<file path="src/rtl/node_link_rx.sv">
// node_link_rx: NoC node inbound link receiver.
// Byte-serial packets in, 32-bit packet FIFO out.
module node_link_rx #(
  parameter int         DEPTH   = 4,
  parameter logic [3:0] NODE_ID = 4'd0
) (
  input  logic        clock,
  input  logic        reset_n,
  input  logic        put_inbound,
  input  logic [7:0]  payload_inbound,
  output logic        free_inbound,
  output logic [31:0] pkt_out,
  output logic        pkt_out_valid,
  input  logic        pkt_out_ready,
  output logic        proto_err,
  output logic        misroute
);

  localparam int AW = (DEPTH > 1) ? $clog2(DEPTH) : 1;
  localparam int CW = $clog2(DEPTH + 1);

  typedef enum logic [2:0] {
    IDLE, RX1, RX2, RX3, DROP
  } state_t;

  state_t          state;
  logic [7:0]      b0, b1, b2;
  logic [1:0]      dcnt;
  logic [CW-1:0]   count;
  logic [AW-1:0]   wr_ptr, rd_ptr;
  logic [31:0]     mem [DEPTH];
  logic            reserved;
  logic            enq, deq;

  assign reserved = (state == RX1) ||
                    (state == RX2) ||
                    (state == RX3);

  // Space check counts the slot held by a
  // packet still being reassembled.
  assign free_inbound =
    (int'(count) + int'(reserved)) < DEPTH;

  assign pkt_out_valid = (count != '0);
  assign pkt_out = pkt_out_valid ?
                   mem[rd_ptr] : '0;

  assign enq = (state == RX3) && put_inbound;
  assign deq = pkt_out_valid && pkt_out_ready;

  // Link FSM: reassembly, drop and error flag.
  always_ff @(posedge clock or negedge reset_n) begin
    if (!reset_n) begin
      state     <= IDLE;
      b0        <= '0;
      b1        <= '0;
      b2        <= '0;
      dcnt      <= '0;
      proto_err <= 1'b0;
      misroute  <= 1'b0;
    end else begin
      misroute <= enq &&
                  (b0[3:0] != NODE_ID);
      case (state)
        IDLE: begin
          if (put_inbound) begin
            if (free_inbound) begin
              b0    <= payload_inbound;
              state <= RX1;
            end else begin
              proto_err <= 1'b1;
              dcnt      <= '0;
              state     <= DROP;
            end
          end
        end
        RX1: begin
          if (put_inbound) begin
            b1    <= payload_inbound;
            state <= RX2;
          end else begin
            proto_err <= 1'b1;
            state     <= IDLE;
          end
        end
        RX2: begin
          if (put_inbound) begin
            b2    <= payload_inbound;
            state <= RX3;
          end else begin
            proto_err <= 1'b1;
            state     <= IDLE;
          end
        end
        RX3: begin
          if (!put_inbound)
            proto_err <= 1'b1;
          state <= IDLE;
        end
        DROP: begin
          if (!put_inbound)
            state <= IDLE;
          else if (dcnt == 2'd2)
            state <= IDLE;
          else
            dcnt <= dcnt + 2'd1;
        end
        default: state <= IDLE;
      endcase
    end
  end

  // Packet storage; contents need no reset.
  always_ff @(posedge clock) begin
    if (enq)
      mem[wr_ptr] <= {b0, b1, b2,
                      payload_inbound};
  end

  // FIFO pointers and occupancy.
  always_ff @(posedge clock or negedge reset_n) begin
    if (!reset_n) begin
      wr_ptr <= '0;
      rd_ptr <= '0;
      count  <= '0;
    end else begin
      if (enq)
        wr_ptr <= (wr_ptr == AW'(DEPTH - 1)) ?
                  '0 : wr_ptr + AW'(1);
      if (deq)
        rd_ptr <= (rd_ptr == AW'(DEPTH - 1)) ?
                  '0 : rd_ptr + AW'(1);
      case ({enq, deq})
        2'b10:   count <= count + CW'(1);
        2'b01:   count <= count - CW'(1);
        default: count <= count;
      endcase
    end
  end

endmodule
</file>
<file path="config.mk">
export PLATFORM = sky130hd
export DESIGN_NAME = node_link_rx
export DESIGN_NICKNAME = d
export VERILOG_FILES = /design/src/rtl/node_link_rx.sv
export SDC_FILE = /design/constraint.sdc
export NUM_CORES = 1
export LEC_CHECK = 0
export CAP_MARGIN = 20
export CELL_PAD_IN_SITES_DETAIL_PLACEMENT = 0
export CELL_PAD_IN_SITES_GLOBAL_PLACEMENT = 1
export CORE_MARGIN = 2
export CORE_UTILIZATION = 35
export DETAILED_ROUTE_END_ITERATION = 6
export HOLD_SLACK_MARGIN = 0.02
export PLACE_DENSITY = 0.65
export SYNTH_ARGS = -nofsm -noshare
export SYNTH_HDL_FRONTEND = slang
export SYNTH_SLANG_ARGS = --single-unit
</file>
<file path="constraint.sdc">
create_clock -name clock -period 2.9 [get_ports clock]
set_input_delay 0.725 -clock clock [delete_from_list [all_inputs] [get_ports clock]]
set_output_delay 0.725 -clock clock [all_outputs]
set_load 0.02 [all_outputs]
</file>
# Word-level counts from Yosys, hierarchy flattened
# Memory sizes are Yosys's and may differ from the RTL's.
# Cells that the tools add are included.
dict set report word_totals {
  romBits 0
  latch_bits 0
  output_inout_bits 36
  in_bits 12
  word_cells 73
  mem_count 1
  mem_bits_rw 128
  ff_bits 38
}
dict set report op_classes {
  n_shift 0
  n_bitwise 0
  n_eq_ne 15
  n_mux 22
  n_mul 0
  reduce_logical 18
  addsub 6
  div_mod_pow 0
  n_lt_le_gt_ge 1
}
# memory words width read_ports rd_clocked_by_memory_dff write_ports line_no
set mem_list {}
lappend mem_list {mem 4 32 1 0 1 31} ;# logic [31:0] mem [DEPTH];
# cell count
set ops {}
lappend ops {{32-bit two-way mux} 1}
lappend ops {{2-bit two-way mux} 8}
lappend ops {{3-bit two-way mux} 4}
lappend ops {{3-bit one-hot mux with 4 select lines} 1}
lappend ops {{2-bit != test (second input constant)} 5}
lappend ops {{2-bit equality test (second input constant)} 4}
lappend ops {{2-bit by 1-bit adder with 2-bit output (second input constant)} 3}
lappend ops {{3-bit by 2-bit equality test with 1-bit output (second input constant)} 2}
lappend ops {{3-bit one-hot mux with 2 select lines} 1}
lappend ops {{2-bit AND reduction} 3}
lappend ops {{2-bit nonzero test} 3}
lappend ops {{1-bit two-way mux} 5}
lappend ops {{5-bit AND reduction} 1}
lappend ops {{3-bit by 1-bit adder with 4-bit output} 1}
lappend ops {{4-bit by 3-bit < comparator with 1-bit output (second input constant)} 1}
lappend ops {{2-bit one-hot mux with 2 select lines} 1}
lappend ops {{4-bit AND reduction} 1}
lappend ops {{4-bit nonzero test} 1}
lappend ops {{3-bit by 1-bit adder with 3-bit output (second input constant)} 1}
lappend ops {{3-bit by 1-bit equality test with 1-bit output (second input constant)} 1}
lappend ops {{3-bit equality test (second input constant)} 1}
lappend ops {{1-bit logical AND} 3}
lappend ops {{3-bit zero test} 1}
lappend ops {{3-bit != test (second input constant)} 1}
lappend ops {{7 further kinds} 8}

# Depth between registers and ports, before layout
dict set report logic_depth {
  depth_word 8
  depth_mapped 10
  mapped_depth_nobuf 9
}

# Least setup slack after synthesis
# OpenSTA, ideal clock, no wires.
dict set report synth_timing {
  kind {input-to-reg}
  from {input put_inbound}
  to {memory mem[0][0], enable pin}
  setup_time_ns 0.392
  stages 4
  slack_ns 0.505
  arrival_ns 2.003
  cell_sequence {and2b_2 -> and3_1 -> clkbuf_1 -> and2_1}
}
dict set report synth_via {
  elab_chain_cells 3
}
# item line_no
set synth_rtl {}
lappend synth_rtl {{start, declared} 9} ;# input logic put_inbound,
lappend synth_rtl {{1-bit logical AND} 48} ;# assign enq = (state == RX3) && put_inbound;
lappend synth_rtl {{1-bit two-way mux} 115} ;# if (enq)
lappend synth_rtl {{1-bit two-way mux (not written as such)} 116} ;# mem[wr_ptr] <= {b0, b1, b2,
lappend synth_rtl {{end, declared} 31}
# Every way passes these cells.

# Worst setup path in the final report
dict set report layout_timing {
  from {register rd_ptr[0]}
  to {output pkt_out[16]}
}
dict set report layout_via {
  elab_chain_cells 2
}
# item line_no
set layout_rtl {}
lappend layout_rtl {{start, declared} 30} ;# logic [AW-1:0] wr_ptr, rd_ptr;
lappend layout_rtl {{start signal, assigned} 131} ;# rd_ptr <= (rd_ptr == AW'(DEPTH - 1)) ?
lappend layout_rtl {{memory read 4 x 32 bit} --}
lappend layout_rtl {{32-bit two-way mux} 45} ;# assign pkt_out = pkt_out_valid ?
lappend layout_rtl {{end, declared} 12} ;# output logic [31:0] pkt_out,
# Every way passes these cells.

==> flow_summary.toml <==
[grt]
track_usage_pct = 13.41
grt_pass1_wl_mm = 19.35
grt_pass1_vias = 3398
antenna_found_initial = 0
gr-total-overflow = 0
grt_max_degree = 35

[routing]
antenna_left = 0
routed.top_layer = "met4"
met2_length_mm = 6.328
finalWirelength_mm = 12.29
dr_wl_met3_um = 391
drtIter0Drc = 184
dr.pass1.iters = 4
via_per_inst = 4.892
drt-met1-wl_mm = 5.403
via_count = 3116
post_drt_wl_per_cell_um = 19.30
drc = 0

[critical_path]
startpoint_type = "register"
cp_max_fo = 12
required_ns = 2.17
slowest_stage = "mux4_2"
setup.worst_path.end_class = "output port"
path_class = "reg -> out"
cpPeakStageDelay_ns = 0.50
worst-path-buf-inv = 2
critical_path_arrival_ns = 2.10
cp_top_family = "buffers and inverters"
crit_chain = "buf_12 -> mux4_2 -> and2_1 -> dlygate4sd2_1"

[timing]
slew_headroom_pct = 64.55
fin_skew_ns = 0.01397
drv_slew = 0
period_needed_ns = 2.825
fin_crit_sh_pct = 97.43
worst_pin_slew_ns = 0.5317
grt_setup_unrepaired = "yes"
fin_setup_tns_ns = 0
finalSetupViolations = 0
hold_violations = 0
max_freq_mhz = 353.9

[cts]
cts.sinks = 166
cts_tree = "done"
clock_path_buffers = 2
htree_levels = 4
numCtsBuffers = 17
clock-root-buffer = "clkbuf_16"
postCtsHoldBufs = 0
insertion_delay_ns = 0.43
path_clk_slew_ns = 0.06
cts_setup_buffers = 0

[finish]
diodes = 0
drive_above_1_share_pct = 29.17
area_growth_syn_to_layout_pct = 22.73
final_nets = 415
layoutNonFillerInstCount = 637

[synthesis]
synth_cell_type_count = 31
netlist_area_um2 = 6529
syn_inst = 324
syn-num-nets = 344
ys_ff_latch = 166
ys_seq_area_share_pct = 73.44
syn_avg_cell_area_um2 = 20.15
ys_warn_count = 0

[die]
start_util_pct = 35.98
die_h_um = 140.6
fp.dieArea_um2 = 19760
num_rows = 49
die_w_um = 140.6
pin_count = 48
fp.coreArea_um2 = 18150

[place]
io_buffers = 47
place_inst = 604
place.gp.congestion = 0.6783
dp_hpwl_mm = 7.179

[hold_path]
min_path_type = "in -> async"

[power]
p_leak_nw = 2.884
power_density_nw_per_um2 = 1018
ir_drop_mv = 0.6324

[status]
status = "finished, final reports clean"

[job]
cap_viol_max_count = 0
[final cells by class]
cell class	instances	area [um^2]
multi-input combinational	137	1639
inverter	8	30.03
timing repair buffer	65	661.9
clock buffer	21	450.4
tap	229	286.5
clock inverter	11	148.9
fill	1604	10130
sequential	166	4796
[Yosys cell counts]
library cell / count / area, um^2
edfxtp_1: 128 / 3844
dfrtp_1: 38 / 950.9
and2_1: 37 / 231.5
mux4_2: 32 / 720.7
mux2_2: 23 / 259.0
inv_1: 8 / 30.03
mux2_4: 8 / 120.1
nor2_1: 8 / 30.03
clkbuf_1: 7 / 26.28
ha_1: 7 / 87.58
buf_2: 4 / 20.02
nand2_1: 2 / 7.510
nor3b_2: 2 / 25.02
nor4_1: 2 / 12.51
xor2_1: 2 / 17.52
and2b_2: 1 / 8.760
and3_1: 1 / 6.260
buf_4: 1 / 7.510
buf_6: 1 / 11.26
fa_1: 1 / 20.02
mux2i_1: 1 / 10.01
nand2b_4: 1 / 13.76
nor2b_1: 1 / 6.260
nor3_1: 1 / 5.000
o2111ai_1: 1 / 8.760
o21bai_1: 1 / 7.510
or2_2: 1 / 6.260
or3_1: 1 / 6.260
or3b_2: 1 / 8.760
or4_4: 1 / 11.26
xnor2_1: 1 / 8.760
[through the flow]
step / power, mW / util (%) / setup WS, ns / hold WS (ns) / cell area, um^2
2_1_floorplan: 5.044 / - / 0.5053 / 0.4294 / 6529
3_3_place_gp: 6.115 / 40.89 / 0.2358 / 0.4606 / 7420
3_5_place_dp: 6.176 / 40.89 / 0.1954 / 0.4720 / 7420
4_1_cts: 8.208 / 43.97 / 0.04355 / 0.2978 / 7979
5_1_grt: 8.577 / 44.15 / -0.005695 / 0.3011 / 8013
6_report: 8.153 / 44.15 / 0.07462 / 0.2830 / 8013
[placed cells by master, fill, tap and decap left out, types with 4 or more instances in the layout]
master,synthesis,final
mux2_4,8,8
and2_1,37,37
ha_1,7,7
nor2_1,8,8
buf_12,0,6
edfxtp_1,128,128
clkdlybuf4s50_1,0,14
mux2_2,23,23
dfrtp_1,38,37
dlygate4sd2_1,0,28
clkbuf_16,0,18
buf_4,1,10
mux4_2,32,32
inv_1,8,8
clkdlybuf4s15_1,0,4
[worst paths after layout]
| path | from | to | slack, ns | depth (start not counted) |
|---|---|---|---|---|
| setup / recovery | rd_ptr[0] | pkt_out[16] | 0.07 | 4 |
| hold / removal | reset_n | b1[5] | 0.28 | 1 |
| setup reg to reg | count[0] | count[2] | 0.65 | 9 |
| hold reg to reg | proto_err | proto_err | 0.48 | 1 |
| max in group asynchronous | reset_n | b0[7] | 2.04 | 2 |
| min in group clock | proto_err | proto_err | 0.48 | 1 |
[kinds of logic (layout without fill, tap and decap cells)]
group                      after synthesis  in the layout  share of synthesized area, %
adders and majority gates                8              8                         1.648
AOI/OAI and AO/OA                        2              2                        0.2492
muxes                                   64             64                         17.00
DFF                                    166            166                         73.44
buffers and inverters                   21            105                         1.457
xor gates and xnor gates                 3              3                        0.4025
and+or+nand+nor                         60             60                         5.807
[per-layer routing]
metal / global-route usage (%) / vias up
li1: - / 1394
met1: 16.71 / 1653
met2: 22.45 / 55
met3: 3.770 / 14
met4: 5.158 / 0
met5: 0 / -
[registers in the layout, summed over array words and instances, names as in the netlist, 3 cells and up]
register	flops
b0	8
b1	8
b2	8
count	3
mem	128
state	3
[power breakdown]
part,internal (mW),switching (mW)
combinational,1.33,1.24
clock,1.38,0.877
sequential,3.03,0.307
total,5.73,2.42
[timing repair]
action                     4_1_cts  5_1_grt
gates cloned                     0        1
setup endpoints to repair       32        6
gates resized for setup         32        5
No activity file was read; power rests on OpenSTA's default activity.
